File: src/rtl/rr_arbiter10_if.sv
// rr_arbiter10_if: request/grant bundle between requesters and the round-robin arbiter.
interface rr_arbiter10_if #(parameter int NREQ = 10, parameter int IDXW = 4);
  logic            en;
  logic [NREQ-1:0] req;
  logic            done;
  logic [NREQ-1:0] gnt;
  logic [IDXW-1:0] gnt_idx;
  logic            gnt_vld;
  logic            timeout;
  modport master (output en, req, done, input gnt, gnt_idx, gnt_vld, timeout);
  modport slave  (input en, req, done, output gnt, gnt_idx, gnt_vld, timeout);
endinterface

File: src/rtl/rr_arbiter10.sv
// rr_arbiter10: round-robin arbiter, registered one-hot grant held until done.
// Optional grant timeout enabled by RR_ARBITER10_TIMEOUT_EN.
module rr_arbiter10 #(
    parameter int NREQ     = 10,
    parameter int IDXW     = 4,
    parameter int HOLD_MAX = 15
) (
    input logic           clk,
    input logic           rst,
    rr_arbiter10_if.slave bus
);
`ifdef RR_ARBITER10_TIMEOUT_EN
    localparam bit TO_EN = 1'b1;
`else
    localparam bit TO_EN = 1'b0;
`endif
    localparam int CW = $clog2(HOLD_MAX + 1);
    localparam logic [IDXW:0] NR = (IDXW + 1)'(NREQ);
    typedef enum logic {IDLE, GRANT} state_t;
    state_t          state_q, state_d;
    logic [IDXW-1:0] ptr_q, ptr_d, idx_q, idx_d, off, win;
    logic [NREQ-1:0] gnt_q, gnt_d, rot;
    logic [CW-1:0]   cnt_q, cnt_d;
    logic            to_q, to_d, tmo, rel;
    logic [IDXW:0]   sum, sum_w;
    // Rotate requests so offset 0 is the pointer; lowest set offset wins.
    always_comb begin
      rot = NREQ'({bus.req, bus.req} >> ptr_q);
      off = '0;
      for (int k = NREQ - 1; k >= 0; k--)
        if (rot[k]) off = IDXW'(k);
      sum   = {1'b0, ptr_q} + {1'b0, off};
      sum_w = sum - NR;
      win   = (sum >= NR) ? sum_w[IDXW-1:0] : sum[IDXW-1:0];
    end
    always_comb begin
      state_d = state_q;
      idx_d   = idx_q;
      ptr_d   = ptr_q;
      cnt_d   = '0;
      to_d    = 1'b0;
      tmo     = TO_EN && (cnt_q == CW'(HOLD_MAX - 1));
      rel     = bus.done || tmo;
      if (state_q == IDLE) begin
        if (bus.en && |bus.req) begin
          state_d = GRANT;
          idx_d   = win;
        end
      end else if (rel) begin
        state_d = IDLE;
        ptr_d   = (idx_q == IDXW'(NREQ - 1)) ? '0 : idx_q + 1'b1;
        to_d    = !bus.done;
      end else begin
        cnt_d = (cnt_q == CW'(HOLD_MAX)) ? cnt_q : cnt_q + 1'b1;
      end
      gnt_d = (state_d == GRANT) ? NREQ'(1) << idx_d : '0;
    end
    always_ff @(posedge clk or posedge rst)
      if (rst) begin
        state_q <= IDLE;
        ptr_q   <= '0;
        idx_q   <= '0;
        gnt_q   <= '0;
        cnt_q   <= '0;
        to_q    <= 1'b0;
      end else begin
        state_q <= state_d;
        ptr_q   <= ptr_d;
        idx_q   <= idx_d;
        gnt_q   <= gnt_d;
        cnt_q   <= cnt_d;
        to_q    <= to_d;
      end
    assign bus.gnt     = gnt_q;
    assign bus.gnt_idx = idx_q;
    assign bus.gnt_vld = (state_q == GRANT);
    assign bus.timeout = to_q;
endmodule

File: src/flat_wrapper.sv
// flat-port wrapper written by rule: the top's interface ports become plain ports
module rr_arbiter10_flat 
#(
    parameter int NREQ     = 10,
    parameter int IDXW     = 4,
    parameter int HOLD_MAX = 15
)
  (clk, rst, bus_en, bus_req, bus_done, bus_gnt, bus_gnt_idx, bus_gnt_vld, bus_timeout);
  rr_arbiter10_if #(.NREQ(NREQ), .IDXW(IDXW)) bus_i ();
  input logic clk;
  input logic rst;
  input wire logic [$bits(bus_i.en)-1:0] bus_en;
  input wire logic [$bits(bus_i.req)-1:0] bus_req;
  input wire logic [$bits(bus_i.done)-1:0] bus_done;
  output wire logic [$bits(bus_i.gnt)-1:0] bus_gnt;
  output wire logic [$bits(bus_i.gnt_idx)-1:0] bus_gnt_idx;
  output wire logic [$bits(bus_i.gnt_vld)-1:0] bus_gnt_vld;
  output wire logic [$bits(bus_i.timeout)-1:0] bus_timeout;
  assign bus_i.en = bus_en;
  assign bus_i.req = bus_req;
  assign bus_i.done = bus_done;
  assign bus_gnt = bus_i.gnt;
  assign bus_gnt_idx = bus_i.gnt_idx;
  assign bus_gnt_vld = bus_i.gnt_vld;
  assign bus_timeout = bus_i.timeout;
  rr_arbiter10 #(.NREQ(NREQ), .IDXW(IDXW), .HOLD_MAX(HOLD_MAX)) u_core (.clk(clk), .rst(rst), .bus(bus_i));
endmodule
File: config.mk
export PLATFORM = sky130hd
export DESIGN_NAME = rr_arbiter10_flat
export DESIGN_NICKNAME = d
export VERILOG_FILES = /design/src/rtl/rr_arbiter10_if.sv /design/src/rtl/rr_arbiter10.sv /design/src/flat_wrapper.sv
export SDC_FILE = /design/constraint.sdc
export NUM_CORES = 1
export LEC_CHECK = 0
export CAP_MARGIN = 30
export CORE_MARGIN = 4
export CORE_UTILIZATION = 55
export CTS_BUF_LIST = sky130_fd_sc_hd__clkbuf_4 sky130_fd_sc_hd__clkbuf_8
export CTS_CLUSTER_DIAMETER = 80
export DETAILED_ROUTE_END_ITERATION = 7
export PLACE_DENSITY = 0.8
export SLEW_MARGIN = 20
export SYNTH_ARGS = -nofsm -noshare
export SYNTH_HDL_FRONTEND = slang
export SYNTH_SLANG_ARGS = --single-unit
export TNS_END_PERCENT = 5
File: constraint.sdc
create_clock -name clk -period 6.55 [get_ports clk]
set_input_delay 0.655 -clock clk [delete_from_list [all_inputs] [get_ports clk]]
set_output_delay 0.655 -clock clk [all_outputs]
set_load 0.02 [all_outputs]
==> reports/metrics.cfg, run 1 <==
[outcome]
status=finished clean

[logic_synthesis]
ys_ff_latch=19
synth_edf_count=0
syn_avg_cell_area_um2=9.21
yosys.area.top_type=dfrtp_1
synthFlopType=dfrtp_1
async_flop_share=1.00
syn_nets=250
synth_area_um2=2120
synth_area_leaders=dfrtp_1, mux4_2, mux2i_1, mux4_1, mux2_2
seq_area_frac_synth=0.224
synth_top_area_frac=0.224
syn_inst=230
ys.warnings.count=0
synth_cell_type_count=65

[sta]
rsz0062_at_grt=false
finalHoldViolations=0
fmax_mhz=195
maxSlewViolCount=0
skew_ns=0.00313
setup_viol=0
slew_headroom=0.448
period_share=0.782
fin_crit_ns=5.12
worst_pin_slew_ns=0.828
finalSetupTns_ns=0

[run]
cap_violations=0

[global_routing]
use_met1=0.314
grt_max_degree=24
grt_overflow=0
globalRouteMet3Util=0.0403
grt_pass1_wl_um=8400
antenna_found_initial=0
track_usage=0.205
grt.busiest_layer=met1
grt_pass1_vias=1751
grt.met2_usage=0.299

[clock_network]
postCtsSetupBuffers=0
cts_buffers=3
clockBufferDepth=2
clock-sinks=19
ctsHoldBuffers=0
cts_resized=0
clkSlewWorstSetupHoldPaths_ns=0.07
clk_latency_ns=0.25
cts_tree=yes
htreeDepth=1
cts_root_buffer=clkbuf_8

[setup_path]
cp.arrival_ns=5.22
worstPathRequired_ns=6.65
worst_setup_path_end_kind=register
path_max_fanout=9
crit_type=in2reg
rrSetupSlack_ns=1.50
start_kind=input port

[cells_and_area]
multi_input_comb_area_um2=1520
drive_gt1_frac=0.143
nNetsFinal=272
fillers=308
diodes=0
area_growth_pct=15.4
seqCellArea_um2=475

[die]
initial_core_util=0.574
core_um2=3690
io_pins=30
die_area_um2=4910
die_height_um=70.1
num_rows=22
die_width_um=70.1

[hold_path]
hp-class=reg2reg

[routing]
ant_nets=0
routed_wl_um=4930
vias=1905
viasPerCell=6.37
drc=0
wl_per_cell_um=16.5
drt_iter0_markers=154
dr.pass1.iters=5

[place]
gp_congestion=0.865
post-dp-hpwl_um=3680
portBuffers=28

kinds of logic (layout without fill, tap and decap cells):
| kind of cell | Yosys count | count (layout) | synth area share |
|---|---|---|---|
| adder cells (fa/ha/maj) | 6 | 6 | 0.0390 |
| AND/OR/NAND/NOR | 80 | 80 | 0.191 |
| AO/OA/AOI/OAI | 64 | 64 | 0.223 |
| buffers and inverters | 24 | 45 | 0.0626 |
| flip-flops | 19 | 19 | 0.224 |
| other | 1 | 1 | 0.00177 |
| XOR/XNOR | 4 | 4 | 0.0165 |
| multiplexers | 32 | 32 | 0.242 |
critical path: stages:
cell             delay [ns]
clkdlybuf4s50_1        0.56
mux4_2                 0.52
and2_1                 0.20
o211ai_2               0.27
o221ai_1               0.19
a221oi_2               0.26
ha_1                   0.20
inv_1                  0.05
fa_1                   0.40
xor2_1                 0.20
ha_1                   0.26
nand2b_1               0.16
o311ai_1               0.37
nor3_1                 0.11
o311ai_1               0.63
a21oi_1                0.19
synthesized netlist by cell type, types with 2 or more instances:
cell type  count
mux2_2         7
nand3b_1       2
o21ai_0       12
a221oi_1       2
xnor2_1        2
mux2i_1       11
dfrtp_1       19
ha_1           5
mux4_1         4
o21ai_1        2
a21oi_1       15
o21a_1         2
buf_4          3
nand2b_1       6
nor3_1         9
nor4_1         2
mux4_2         8
buf_2          3
nor2b_1        5
nor2_1        21
a31oi_1        2
a211oi_1       4
inv_1         11
o311ai_1       2
xor2_1         2
a41oi_1        2
nand2_1       17
and2_1         5
a211o_1        3
nor2_2         2
or3_1          3
clkbuf_1       4
cell type report:
class | instances | area share
inverters | 11 | 0.0169
flip-flops and latches | 19 | 0.194
multi-input cells | 187 | 0.620
clock buffers | 4 | 0.0200
repair buffers | 30 | 0.124
well taps | 48 | 0.0246
registers in the layout, summed over array words and instances, names as in the netlist:
name	count
u_core.bus.gnt	10
u_core.bus.gnt_vld	1
u_core.ptr_q	4
u_core.bus.gnt_idx	4
worst paths after layout:
kind	from	end	cells past startpoint
min in group asynchronous	rst	u_core.bus.gnt[0]	2
max in group asynchronous	rst	u_core.ptr_q[1]	2
hold reg to reg	u_core.bus.gnt_idx[0]	u_core.ptr_q[0]	1
setup reg to reg	u_core.ptr_q[3]	u_core.bus.gnt[5]	14
hold / removal	u_core.bus.gnt_idx[0]	u_core.ptr_q[0]	1
setup / recovery	bus_req[9]	u_core.bus.gnt[5]	16
layout by cell type, fill, tap and decap left out, drive strengths merged, types with 2 or more instances in the layout:
cell type,instances
a211o,3
a211oi,5
a21oi,16
a221oi,3
a31oi,2
a41oi,2
and2,5
buf,2
clkbuf,4
clkdlybuf4s50,28
dfrtp,19
ha,5
inv,11
mux2,8
mux2i,12
mux4,12
nand2,18
nand2b,6
nand3,2
nand3b,2
nor2,23
nor2b,5
nor3,9
nor4,2
o21a,2
o21ai,15
o22ai,2
o311ai,2
or2,2
or3,3
xnor2,2
xor2,2
through the flow:
stage | hold slack, ns | worst slack, ns | util | cells | cell area (um2)
global placement | 0.578 | 1.47 | 0.646 | 294 | 2380
global route | 0.640 | 1.13 | 0.663 | 299 | 2440
detailed placement | 0.585 | 1.34 | 0.650 | 295 | 2400
finish | 0.604 | 1.43 | 0.663 | 299 | 2440
floorplan | 0.606 | 2.39 | - | 230 | 2120
CTS | 0.596 | 1.55 | 0.663 | 299 | 2440
routing by layer:
layer,up-vias,share of wire,routed length [um]
met1,907,0.47,2320
li1,914,-,-
met4,0,0.0030,15
met3,3,0.070,347
met2,81,0.46,2250
met5,-,0,0
Power of run 1 is left out: the tool's default activity adds up to more than one toggle a clock period on the data nets, which glitch-free logic cannot reach.
==> run 2, diff against run 1 <==
clock period = 5.1 ns   (was 6.55 ns; I/O delays follow)
==> run 2 against run 1 <==
Critical path depth up 1. Routed wire length up 2.7%. Register-to-register slack worse by 1.1 ns. Sequential share of layout area down 0.41 points. Clock skew up 0.0010 ns. First-iteration DRC count down 17%.
==> reports/metrics.cfg, run 2 (synthesis gave the netlist of run 1 again) <==
[clock_network]
cts_buffers=3
cts_resized=0
clockBufferDepth=2
postCtsSetupBuffers=0
clock-sinks=19
clkSlewWorstSetupHoldPaths_ns=0.07
clk_latency_ns=0.26
cts_root_buffer=clkbuf_8
ctsHoldBuffers=0
cts_tree=yes
htreeDepth=1

[setup_path]
worst_setup_path_end_kind=register
r2r_cells=17
timing.rr.start=u_core.ptr_q[0]
start_kind=input port
cp.arrival_ns=4.88
critPathLaunch=bus_req[5]
rrSetupSlack_ns=0.43
crit_cells=17
path_buf_inv=2
critPathMaxStageDelay_ns=0.59
r2r_end=u_core.bus.gnt[3]
crit_type=in2reg
worstPathRequired_ns=5.22
crit_end=u_core.bus.gnt[3]
critPathSlowestCell=mux4_2
crit_family=compound AO/OA/AOI/OAI gates
path_max_fanout=8
critical_path.cell_chain=clkdlybuf4s50_1 -> mux4_2 -> mux2i_4 -> nor2_2 -> nor2_2 -> o221ai_1 -> a221oi_2 -> ha_1 -> inv_1 -> fa_1 -> xor2_1 -> ha_1 -> nand2b_1 -> o311ai_2 -> or3_1 -> a41oi_1 -> a211oi_1

[die]
die_area_um2=4910
io_pins=30
initial_core_util=0.574
num_rows=22
die_height_um=70.1
die_width_um=70.1
core_um2=3690

[routing]
drt_iter0_markers=128
ant_nets=0
dr.pass1.iters=4
vias=1926
routed_wl_um=5060
drc=0
wl_per_cell_um=16.5
viasPerCell=6.27

[outcome]
status=finished clean

[cells_and_area]
nNetsFinal=280
fillers=307
area_growth_pct=18.2
diodes=0
final_common_cell=clkdlybuf4s50_1
post-route-util=0.679
largest_reg_flops=10
drive_gt1_frac=0.178
postLayoutCellArea_um2=2500
mostFrequentLayoutCells=clkdlybuf4s50_1, nor2_1, dfrtp_1, nand2_1, a21oi_1

[hold_path]
hp-class=reg2reg

[place]
post-dp-hpwl_um=3960
dpl-instance-area_um2=2450
gp_congestion=0.896
pre_cts_ws_ns=0.103
portBuffers=28

[sta]
skew_ns=0.00417
maxSlewViolCount=0
finalHoldViolations=0
worst_pin_slew_ns=0.707
slew_headroom=0.528
setup_viol=0
fmax_mhz=210
fin_crit_ns=4.76
period_share=0.933
rsz0062_at_grt=false
fin_ws_ns=0.341
finalSetupTns_ns=0

[run]
cap_violations=0

[global_routing]
grt_pass1_wl_um=8820
antenna_found_initial=0
grt_overflow=0
grt_pass1_vias=1766
track_usage=0.215
grt_max_degree=23

## run 2: worst min-delay path by stage
stage / startpoint / end / slack, ns / depth (start not counted)
global route: u_core.bus.gnt_idx[0] / u_core.ptr_q[0] / 0.62 / 1
detailed placement: u_core.bus.gnt_idx[0] / u_core.ptr_q[0] / 0.59 / 1
floorplan: rst / u_core.bus.gnt[0] / 0.46 / 1
CTS: u_core.bus.gnt_idx[0] / u_core.ptr_q[0] / 0.60 / 1
finish: u_core.bus.gnt_idx[0] / u_core.ptr_q[0] / 0.60 / 1
global placement: u_core.bus.gnt_idx[0] / u_core.ptr_q[0] / 0.59 / 1
## run 2: per-stage QoR
step                std cells  hold slack, ns
floorplan                 230           0.461
global placement          303           0.586
detailed placement        303           0.592
CTS                       307           0.602
global route              307           0.623
finish                    307           0.603
## run 2: layout make-up
cell class | count | area, um2 | area share
Clock buffer | 3 | 41.3 | 0.0165
Clock inverter | 1 | 5.00 | 0.00200
Inverter | 11 | 41.3 | 0.0165
Multi-Input combinational cell | 187 | 1520 | 0.609
Sequential cell | 19 | 477 | 0.190
Tap cell | 48 | 60.1 | 0.0240
Timing Repair Buffer | 38 | 355 | 0.142
## run 2: routing by layer
metal,routed length [um],vias to the layer above,part of all wire,global-route usage
li1,-,926,-,-
met1,2450,925,0.48,0.341
met2,2260,70,0.45,0.307
met3,313,5,0.062,0.0388
met4,32,0,0.0063,0.0298
met5,0,-,0,0
Power of run 2 is left out for the same reason.
==> run 3, diff against run 2 <==
clock period = 6.1 ns   (was 5.1 ns; I/O delays follow)
==> run 3 against run 2 <==
Count of clock-buffer cells in the layout up 1. Critical path depth fell by 3. First-iteration DRC count up 17%. Global-route usage up 0.28 points. Register-to-register slack improved by 0.69 ns. Critical path type is now reg2reg. Critical endpoint is now u_core.bus.gnt[7]. Largest cell class unchanged.
==> reports/metrics.cfg, run 3 (synthesis gave the netlist of run 1 again) <==
[outcome]
status=finished clean

[place]
post-dp-hpwl_um=3800
portBuffers=28
gp_congestion=0.869
pre_cts_ws_ns=0.947

[clock_network]
clk_latency_ns=0.26
postCtsSetupBuffers=0
clock-sinks=19
ctsHoldBuffers=0
cts_tree=yes
cts_resized=0
cts_buffers=3
clkSlewWorstSetupHoldPaths_ns=0.07
cts_root_buffer=clkbuf_8
clockBufferDepth=2
htreeDepth=1

[hold_path]
hp-start=u_core.bus.gnt_idx[0]
worstHoldPathCells=1
hp-class=reg2reg

[global_routing]
grt_pass1_vias=1817
grt_overflow=0
grt_max_degree=24
track_usage=0.218
antenna_found_initial=0
grt_pass1_wl_um=8790

[setup_path]
path_max_fanout=23
worstPathRequired_ns=6.24
cp.arrival_ns=5.13
worst_setup_path_end_kind=register
timing.rr.start=u_core.ptr_q[3]
crit_type=reg2reg
critPathLaunch=u_core.ptr_q[3]
start_kind=register
r2r_cells=14

[die]
die_height_um=70.1
core_um2=3690
num_rows=22
die_area_um2=4910
initial_core_util=0.574
die_width_um=70.1
io_pins=30

[cells_and_area]
final_common_cell=clkdlybuf4s50_1
mostFrequentLayoutCells=clkdlybuf4s50_1, nor2_1, dfrtp_1, nand2_1, a21oi_1
fillers=317
area_growth_pct=16.4
nNetsFinal=273
largest_reg_flops=10
drive_gt1_frac=0.147
diodes=0

[sta]
fmax_mhz=201
slew_headroom=0.429
period_share=0.817
setup_viol=0
skew_ns=0.00456
worst_pin_slew_ns=0.857
fin_ws_ns=1.12
finalHoldViolations=0
finalSetupTns_ns=0
fin_crit_ns=4.98
rsz0062_at_grt=false
maxSlewViolCount=0

[routing]
vias=1913
viasPerCell=6.38
wl_per_cell_um=16.5
ant_nets=0
drc=0
drt_iter0_markers=150
routed_wl_um=4940
dr.pass1.iters=4

[run]
cap_violations=0

==> run 3: worst paths after layout <==
path	endpoint	slack [ns]
max	u_core.bus.gnt[7]	1.12
min	u_core.ptr_q[0]	0.60
max reg2reg	u_core.bus.gnt[7]	1.12
min reg2reg	u_core.ptr_q[0]	0.60
max in group asynchronous	u_core.ptr_q[3]	4.91
min in group asynchronous	u_core.bus.gnt[5]	0.75
==> run 3: layout make-up <==
cell class / count / area [um2] / share of cell area
Sequential cell: 19 / 475 / 0.193
Tap cell: 48 / 60.1 / 0.0244
Clock buffer: 4 / 48.8 / 0.0198
Multi-Input combinational cell: 187 / 1520 / 0.615
Inverter: 11 / 41.3 / 0.0168
Timing Repair Buffer: 31 / 323 / 0.131
==> run 3: worst max-delay path: stages, from the launching register on <==
cell       delay, ns
dfrtp_1         0.90
mux4_2          0.64
mux2_4          0.29
nand2_1         0.08
o21ai_2         0.09
a2111oi_4       0.35
o21ai_0         0.18
fa_1            0.46
xor2_1          0.20
ha_1            0.26
nand2b_1        0.16
o311ai_1        0.36
o21ai_0         0.27
and2_1          0.28
a221oi_1        0.33
==> run 3: per-stage QoR <==
step	cell area [um2]	cells	hold WS (ns)	util
6_report	2460	300	0.598	0.668
5_1_grt	2460	300	0.619	0.668
4_1_cts	2460	300	0.600	0.668
3_5_place_dp	2420	296	0.589	0.655
3_3_place_gp	2390	295	0.575	0.648
2_1_floorplan	2120	230	0.561	-
==> run 3: metal layers <==
layer | GRT usage | wire length [um]
met1 | 0.335 | 2240
met2 | 0.326 | 2260
met3 | 0.0360 | 387
met4 | 0.0319 | 48
met5 | 0 | 0
Power of run 3 is left out for the same reason.
